<file path="src/rtl/pipeline_ctrl.sv">
// SimpleRISC 5-stage pipeline sequencer: load-use interlock, branch flush, reset flush, halt/drain, debug step.
// Optional PIPE_CTRL_PERF_EN adds saturating stall/flush event counters.
module pipeline_ctrl #(
    parameter int RST_FLUSH_CYCLES = 4,
    parameter int DRAIN_CYCLES     = 3
) (
    input  logic       clk,
    input  logic       rst,
    input  logic [4:0] rs1_OF,
    input  logic [4:0] rs2_OF,
    input  logic       use_rs1_OF,
    input  logic       use_rs2_OF,
    input  logic [4:0] rd_ALU,
    input  logic       isLd_ALU,
    input  logic       isWb_ALU,
    input  logic       isBranchTaken,
    input  logic       isHalt_OF,
    input  logic       step_req,
    input  logic       resume,
    output logic       stall_IF,
    output logic       stall_IFOF,
    output logic       bubble_OFALU,
    output logic       flush_IFOF,
    output logic       pc_sel_branch,
    output logic       halted,
`ifdef PIPE_CTRL_PERF_EN
    output logic [15:0] stall_cnt,
    output logic [15:0] flush_cnt,
`endif
    output logic [2:0] state_dbg
);

    typedef enum logic [2:0] {
        RSTFL  = 3'd0,
        RUN    = 3'd1,
        DRAIN  = 3'd2,
        HALTED = 3'd3,
        STEP   = 3'd4
    } state_t;

    state_t     r_state;
    logic [3:0] r_cnt;
    logic       r_step_q;
    logic       r_resume_flush;

    logic w_active;
    logic w_hold;
    logic w_rstfl;
    logic w_lu;
    logic w_br;
    logic w_ld_use;
    logic w_halt;
    logic w_step_rise;

    assign w_rstfl  = (r_state == RSTFL);
    assign w_active = (r_state == RUN) || (r_state == STEP);
    assign w_hold   = (r_state == DRAIN) || (r_state == HALTED);

    assign w_lu = isLd_ALU & isWb_ALU &
                  ((use_rs1_OF & (rs1_OF == rd_ALU)) |
                   (use_rs2_OF & (rs2_OF == rd_ALU)));

    // The OF instruction is wrong-path under a taken branch, so its hazards are moot
    assign w_br     = w_active & isBranchTaken;
    assign w_ld_use = w_active & ~isBranchTaken & w_lu;
    assign w_halt   = w_active & ~isBranchTaken & ~w_lu &
                      isHalt_OF & ~r_resume_flush;

    assign w_step_rise = step_req & ~r_step_q;

    // Halt cycle holds IF/OF so the halt instruction stays parked in OF
    assign stall_IF      = w_rstfl | w_hold | w_ld_use | w_halt;
    assign stall_IFOF    = w_hold | w_ld_use | w_halt;
    assign bubble_OFALU  = w_rstfl | w_hold | w_br | w_ld_use | w_halt;
    assign flush_IFOF    = w_rstfl | w_br |
                           ((r_state == RUN) & r_resume_flush);
    assign pc_sel_branch = w_br;
    assign halted        = (r_state == HALTED);
    assign state_dbg     = r_state;

    always_ff @(posedge clk) begin
        if (rst) begin
            r_state        <= RSTFL;
            r_cnt          <= 4'(RST_FLUSH_CYCLES - 1);
            r_step_q       <= 1'b1;
            r_resume_flush <= 1'b0;
        end else begin
            r_step_q       <= step_req;
            r_resume_flush <= 1'b0;
            case (r_state)
                RSTFL: begin
                    if (r_cnt == 4'd0) r_state <= RUN;
                    else               r_cnt   <= r_cnt - 4'd1;
                end
                RUN, STEP: begin
                    if (w_halt) begin
                        r_state <= DRAIN;
                        r_cnt   <= 4'(DRAIN_CYCLES - 1);
                    end else if (r_state == STEP) begin
                        r_state <= HALTED;
                    end
                end
                DRAIN: begin
                    if (r_cnt == 4'd0) r_state <= HALTED;
                    else               r_cnt   <= r_cnt - 4'd1;
                end
                HALTED: begin
                    if (resume) begin
                        r_state        <= RUN;
                        r_resume_flush <= 1'b1;
                    end else if (w_step_rise) begin
                        r_state <= STEP;
                    end
                end
                default: r_state <= RSTFL;
            endcase
        end
    end

`ifdef PIPE_CTRL_PERF_EN
    logic [15:0] r_stall_cnt;
    logic [15:0] r_flush_cnt;

    always_ff @(posedge clk) begin
        if (rst) begin
            r_stall_cnt <= 16'd0;
            r_flush_cnt <= 16'd0;
        end else begin
            if (w_ld_use && r_stall_cnt != 16'hFFFF)
                r_stall_cnt <= r_stall_cnt + 16'd1;
            if (w_br && r_flush_cnt != 16'hFFFF)
                r_flush_cnt <= r_flush_cnt + 16'd1;
        end
    end

    assign stall_cnt = r_stall_cnt;
    assign flush_cnt = r_flush_cnt;
`endif

endmodule

</file>
<file path="config.mk">
export PLATFORM = sky130hd
export DESIGN_NAME = pipeline_ctrl
export DESIGN_NICKNAME = d
export VERILOG_FILES = /design/src/rtl/pipeline_ctrl.sv
export SDC_FILE = /design/constraint.sdc
export NUM_CORES = 1
export LEC_CHECK = 0
export CORE_ASPECT_RATIO = 1.1
export CORE_MARGIN = 10
export CORE_UTILIZATION = 36
export CTS_CLUSTER_DIAMETER = 50
export DETAILED_ROUTE_END_ITERATION = 8
export HOLD_SLACK_MARGIN = 0.05
export PLACE_DENSITY_LB_ADDON = 0.1
export SLEW_MARGIN = 20
export SYNTH_ARGS = -nofsm -noshare
export SYNTH_HDL_FRONTEND = slang
export SYNTH_SLANG_ARGS = --single-unit
export TNS_END_PERCENT = 1
</file>
<file path="constraint.sdc">
create_clock -name clk -period 2.05 [get_ports clk]
set_input_delay 0.615 -clock clk [delete_from_list [all_inputs] [get_ports clk]]
set_output_delay 0.615 -clock clk [all_outputs]
set_load 0.03 [all_outputs]
</file>
==> results.py, run 1 <==
metrics = {
    "power": {
        "pwr-share-comb_pct": 48.7,
        "p_sw_uw": 269,
        "leakage_uw": 0.000558,
        "p_total_uw": 740,
        "sequentialPowerShare_pct": 31.9,
        "p_clk_share_pct": 19.4,
        "internal_power_uw": 471,
        "peakVddDrop_mv": 0.398,
        "powerDensity_nw_per_um2": 615,
        "sw_frac_of_total_pct": 36.3,
    },
    "floorplanning": {
        "dieArea_um2": 4150,
        "die_h_um": 66.6,
        "start_util_pct": 39.0,
        "num_rows": 16,
        "core_um2": 1820,
        "die_w_um": 62.4,
        "ios": 34,
    },
    "drt": {
        "drc": 0,
        "first_iter_violations": 30,
        "drtAntennaViolNets": 0,
        "num_vias": 802,
        "drtPass1Iterations": 4,
        "via_per_inst": 5.04,
        "wl_per_cell_um": 14.1,
        "drt_wl_total_um": 2240,
    },
    "global_routing": {
        "grt_max_degree": 11,
        "grt_usage_pct": 11.0,
        "grt_pass1_wl_um": 3750,
        "grt_pass1_vias": 795,
        "overflow": 0,
        "antenna_found_initial": 0,
    },
    "placement": {
        "placed_area_um2": 1110,
        "portBuffers": 33,
        "gp_congestion": 0.804,
        "dpl.hpwl_um": 1790,
    },
    "clock_network": {
        "cts-buffers-inserted": 3,
        "cts.sinks": 9,
        "htree_levels": 1,
        "clock_latency_ns": 0.27,
        "cts_max_path_buffers": 2,
        "cts_tree": "built",
        "path_clk_slew_ns": 0.06,
        "cts_hold_buf": 0,
        "clockRootBuffer": "clkbuf_4",
    },
    "yosys": {
        "synth_common_cells": "xnor2_1 (11), dfxtp_1 (9), nor2_1 (8)",
        "synthFlopType": "dfxtp_1",
        "synthCells": 88,
        "synth_cell_type_count": 38,
        "synth.most_common_cell": "xnor2_1",
        "ys_top_cells_by_area": "dfxtp_1 (25%), xnor2_1 (14%), nor2_1 (4.2%)",
        "yosys.area.top_type": "dfxtp_1",
        "synth_edf_count": 0,
        "async_flop_share_pct": 0,
        "ys_seq_elements": 9,
        "avgSynthCellArea_um2": 8.08,
        "ys_seq_area_share_pct": 25.4,
        "synthDominantCellAreaShare_pct": 25.4,
        "synth.net_count": 115,
        "synthesis.area_um2": 711,
        "yosys_warnings": 0,
    },
    "layout": {
        "syn2layout_area_growth_pct": 69.5,
        "nFillCells": 165,
        "antenna_cells": 0,
        "drive_above_1_share_pct": 42.4,
        "finish.utilization_pct": 66.1,
        "postLayoutCellArea_um2": 1200,
        "finalNetCount": 160,
    },
    "sta": {
        "worst_slack_ns": -0.262,
        "rsz0062_at_grt": "true",
        "fmax_mhz": 432,
        "worst_slew_pin_slew_ns": 0.420,
        "fin_tns_setup_ns": -0.642,
        "period_share_pct": 113,
        "hold_viol_final": 0,
        "finalClockSkew_ns": 0.00427,
        "drv_slew": 0,
        "finalSetupViolCount": 3,
        "min_period_ns": 2.31,
        "slew_headroom_pct": 71.7,
    },
    "setup_path": {
        "startpoint_type": "primary input",
        "cpMaxStageDelayCell": "o22a_1",
        "critPathMaxStageDelay_ns": 0.25,
        "worstSetupPathType": "in2out",
        "cp.arrival_ns": 1.70,
        "path_max_fanout": 4,
        "endpoint_kind": "output port",
        "crit_family": "compound AO/OA/AOI/OAI gates",
        "worstPathCellList": "buf_8 > xnor2_2 > nand4_1 > o22a_1 > o221ai_2 > and2_4 > buf_6",
        "required_ns": 1.43,
        "worstPathBufferInverterCount": 2,
    },
    "run_status": {
        "violations": "setup timing",
        "outcome": "complete, but fails checks",
    },
    "job": {
        "drv_cap": 0,
    },
    "worst_hold_path": {
        "min_path_type": "reg2reg",
    },
}
## power groups by stage
stage | clock network [µW] | registers (µW) | logic (µW)
floorplan | 0 | 239 | 215
global placement | 0 | 238 | 339
detailed placement | 0 | 240 | 344
CTS | 144 | 237 | 347
global route | 156 | 242 | 404
finish | 144 | 237 | 360
## through the flow
| step | cells | setup WS (ns) | hold slack, ns |
|---|---|---|---|
| CTS | 159 | -0.288 | 0.496 |
| detailed placement | 154 | -0.716 | 0.488 |
| global route | 159 | -0.325 | 0.528 |
| finish | 159 | -0.262 | 0.497 |
| floorplan | 88 | -0.104 | 0.457 |
| global placement | 154 | -0.668 | 0.477 |
## state kept, by name, summed over array words and instances, names as in the netlist
signal	count
r_step_q	1
r_resume_flush	1
r_cnt	4
state_dbg	3
## worst paths after layout
check                     from        to  slack [ns]  cells past startpoint
setup / recovery     rd_ALU[1]  stall_IF       -0.26                      7
setup reg to reg  state_dbg[0]  r_cnt[3]        0.43                      5
hold reg to reg       r_cnt[3]  r_cnt[3]        0.50                      1
hold / removal        r_cnt[3]  r_cnt[3]        0.50                      1
## final cells by class
class                      instances  area, µm²  share of cell area, %
multi-input combinational         72        582                   48.3
sequential                         9        181                   15.1
timing repair buffer              43        367                   30.4
tap                               27       33.8                   2.80
clock buffer                       4       26.3                   2.18
inverter                           4       15.0                   1.25
## worst register-to-register path: cells and delay by family, from the launching register on
kind                   cells  cell delay (ns)
AO/OA/AOI/OAI              2             0.42
buffers and inverters      1             0.16
flip-flops                 1             0.35
AND/OR/NAND/NOR            2             0.60
## metal layers
metal | wire length (µm) | GRT usage [%]
met5 | 0 | 0
met3 | 106 | 2.51
met4 | 31 | 5.03
met2 | 1030 | 17.1
met1 | 1080 | 14.2
## logic make-up (layout without fill, tap and decap cells)
kind of cell / after synthesis / after routing / share of synthesized area [%]
flops: 9 / 9 / 25.4
xor+xnor: 11 / 11 / 13.6
compound gates: 20 / 20 / 21.8
fa+ha+maj: 2 / 2 / 3.52
simple gates: 39 / 39 / 30.3
buf+inv: 7 / 51 / 5.46
## cell usage in the layout, fill, tap and decap left out, types with 3 or more instances in the layout
cell              n
buf_4            14
xnor2_2           9
buf_6             8
dlygate4sd2_1     8
dfxtp_1           8
buf_2             7
nand2_1           6
nor2_1            6
inv_1             4
nand4_1           4
clkdlybuf4s50_1   4
o21ai_0           3
nand3_1           3
a21oi_1           3
clkbuf_4          3
## timing repair
item,in CTS,in global routing
setup endpoints to repair,10,5
buffers inserted,1,0
pin swaps,16,11
gates resized for setup,84,12
Power figures use the tool's default switching activity.
==> inputs of run 2 (changes only) <==
==> constraint.sdc (replaced) <==
create_clock -name clk -period 1.9 [get_ports clk]
set_input_delay 0.57 -clock clk [delete_from_list [all_inputs] [get_ports clk]]
set_output_delay 0.57 -clock clk [all_outputs]
set_load 0.03 [all_outputs]
==> results.py, run 2 (synthesized netlist as in run 1, its figures left out) <==
metrics = {
    "layout": {
        "regMostFlops": "r_cnt",
        "drive_above_1_share_pct": 42.9,
        "largest_reg_flops": 4,
        "syn2layout_area_growth_pct": 71.7,
        "antenna_cells": 0,
        "nFillCells": 153,
        "final_common_cell": "buf_4",
        "post_layout_nonfiller_instances": 160,
        "finalNetCount": 161,
        "postLayoutCellArea_um2": 1220,
        "mostFrequentLayoutCells": "buf_4 (15), buf_6 (11), xnor2_2 (9)",
    },
    "clock_network": {
        "cts_max_path_buffers": 2,
        "cts-buffers-inserted": 3,
        "clock_latency_ns": 0.26,
        "htree_levels": 1,
        "clockRootBuffer": "clkbuf_4",
        "cts.sinks": 9,
        "path_clk_slew_ns": 0.06,
        "cts_tree": "built",
        "cts_hold_buf": 0,
    },
    "setup_path": {
        "cp.arrival_ns": 1.64,
        "endpoint_kind": "output port",
        "path_max_fanout": 4,
        "worstSetupPathType": "in2out",
        "required_ns": 1.33,
        "startpoint_type": "primary input",
    },
    "placement": {
        "placed_area_um2": 1120,
        "dp_cells": 155,
        "dpl.hpwl_um": 1810,
        "portBuffers": 33,
        "gp_congestion": 0.758,
    },
    "drt": {
        "first_iter_violations": 12,
        "drc": 0,
        "drt_wl_total_um": 2200,
        "wl_per_cell_um": 13.8,
        "via_per_inst": 5.00,
        "num_vias": 800,
        "drtAntennaViolNets": 0,
        "drtPass1Iterations": 3,
    },
    "global_routing": {
        "antenna_found_initial": 0,
        "grt_pass1_vias": 827,
        "grt_max_degree": 11,
        "grt_usage_pct": 10.6,
        "overflow": 0,
        "grt_pass1_wl_um": 3680,
    },
    "run_status": {
        "violations": "setup timing",
        "outcome": "complete, but fails checks",
    },
    "power": {
        "internal_power_uw": 506,
        "p_sw_uw": 280,
        "p_clk_share_pct": 19.1,
        "pwr-share-comb_pct": 47.9,
        "sw_frac_of_total_pct": 35.6,
        "sequentialPowerShare_pct": 33.1,
        "leakage_uw": 0.000563,
        "powerDensity_nw_per_um2": 645,
        "peakVddDrop_mv": 0.803,
    },
    "sta": {
        "period_share_pct": 116,
        "hold_slack_ns": 0.498,
        "fmax_mhz": 453,
        "finalClockSkew_ns": 0.00511,
        "finalSetupViolCount": 4,
        "worst_slack_ns": -0.308,
        "min_period_ns": 2.21,
        "drv_slew": 0,
        "worst_slew_pin_slew_ns": 0.311,
        "slew_headroom_pct": 79.2,
        "rsz0062_at_grt": "true",
        "hold_viol_final": 0,
    },
    "floorplanning": {
        "ios": 34,
        "start_util_pct": 39.0,
        "die_h_um": 66.6,
        "core_um2": 1820,
        "num_rows": 16,
        "die_w_um": 62.4,
        "dieArea_um2": 4150,
    },
    "worst_hold_path": {
        "min_path_type": "reg2reg",
    },
    "job": {
        "drv_cap": 0,
    },
}
## run 2: final cells by class
| class | count | area [µm²] | area share (%) |
|---|---|---|---|
| Tap cell | 27 | 33.8 | 2.77 |
| Clock buffer | 4 | 26.3 | 2.15 |
| Timing Repair Buffer | 44 | 389 | 31.9 |
| Inverter | 4 | 15.0 | 1.23 |
| Sequential cell | 9 | 183 | 15.0 |
| Multi-Input combinational cell | 72 | 573 | 47.0 |
## run 2: timing repair
item                                    CTS  global route
endpoints found under the setup margin   12             6
gates resized for setup                  83            12
buffers inserted                          0             1
pin swaps                                18            11
## run 2: worst paths after layout
| check | to | slack [ns] | startpoint | cells after the start |
|---|---|---|---|---|
| setup / recovery | stall_IF | -0.31 | rd_ALU[4] | 7 |
| hold reg to reg | r_cnt[0] | 0.50 | r_cnt[0] | 2 |
| hold / removal | r_cnt[0] | 0.50 | r_cnt[0] | 2 |
| setup reg to reg | r_cnt[3] | 0.30 | state_dbg[2] | 5 |
## run 2: through the flow
stage          utilization, %  total power (µW)  TNS [ns]  setup slack (ns)
3_5_place_dp             61.3               626     -4.25            -0.739
3_3_place_gp             61.3               618     -4.09            -0.733
2_1_floorplan               -               490    -0.511            -0.215
5_1_grt                  67.0               861     -1.31            -0.402
4_1_cts                  62.6               778    -0.953            -0.337
6_report                 67.0               787    -0.836            -0.308
## run 2: per-layer routing
metal / global-route usage (%) / vias up / wire [µm]
met5: 0 / - / 0
met4: 1.96 / 0 / 27
met3: 3.85 / 2 / 85
met2: 21.7 / 17 / 1260
met1: 10.0 / 374 / 833
li1: - / 407 / -
## run 2: power by group through the flow
| stage | Sequential [µW] | Combinational, µW | Clock, µW |
|---|---|---|---|
| floorplan | 258 | 231 | 0 |
| global placement | 262 | 356 | 0 |
| detailed placement | 263 | 363 | 0 |
| CTS | 260 | 363 | 156 |
| global route | 269 | 423 | 169 |
| finish | 260 | 377 | 150 |
## run 2: critical path: stages
cell and delay (ns):
buf_8 0.10, xnor2_2 0.16, nand4_1 0.11, o22a_1 0.23, o221ai_1 0.17, and2_1 0.16, buf_6 0.13
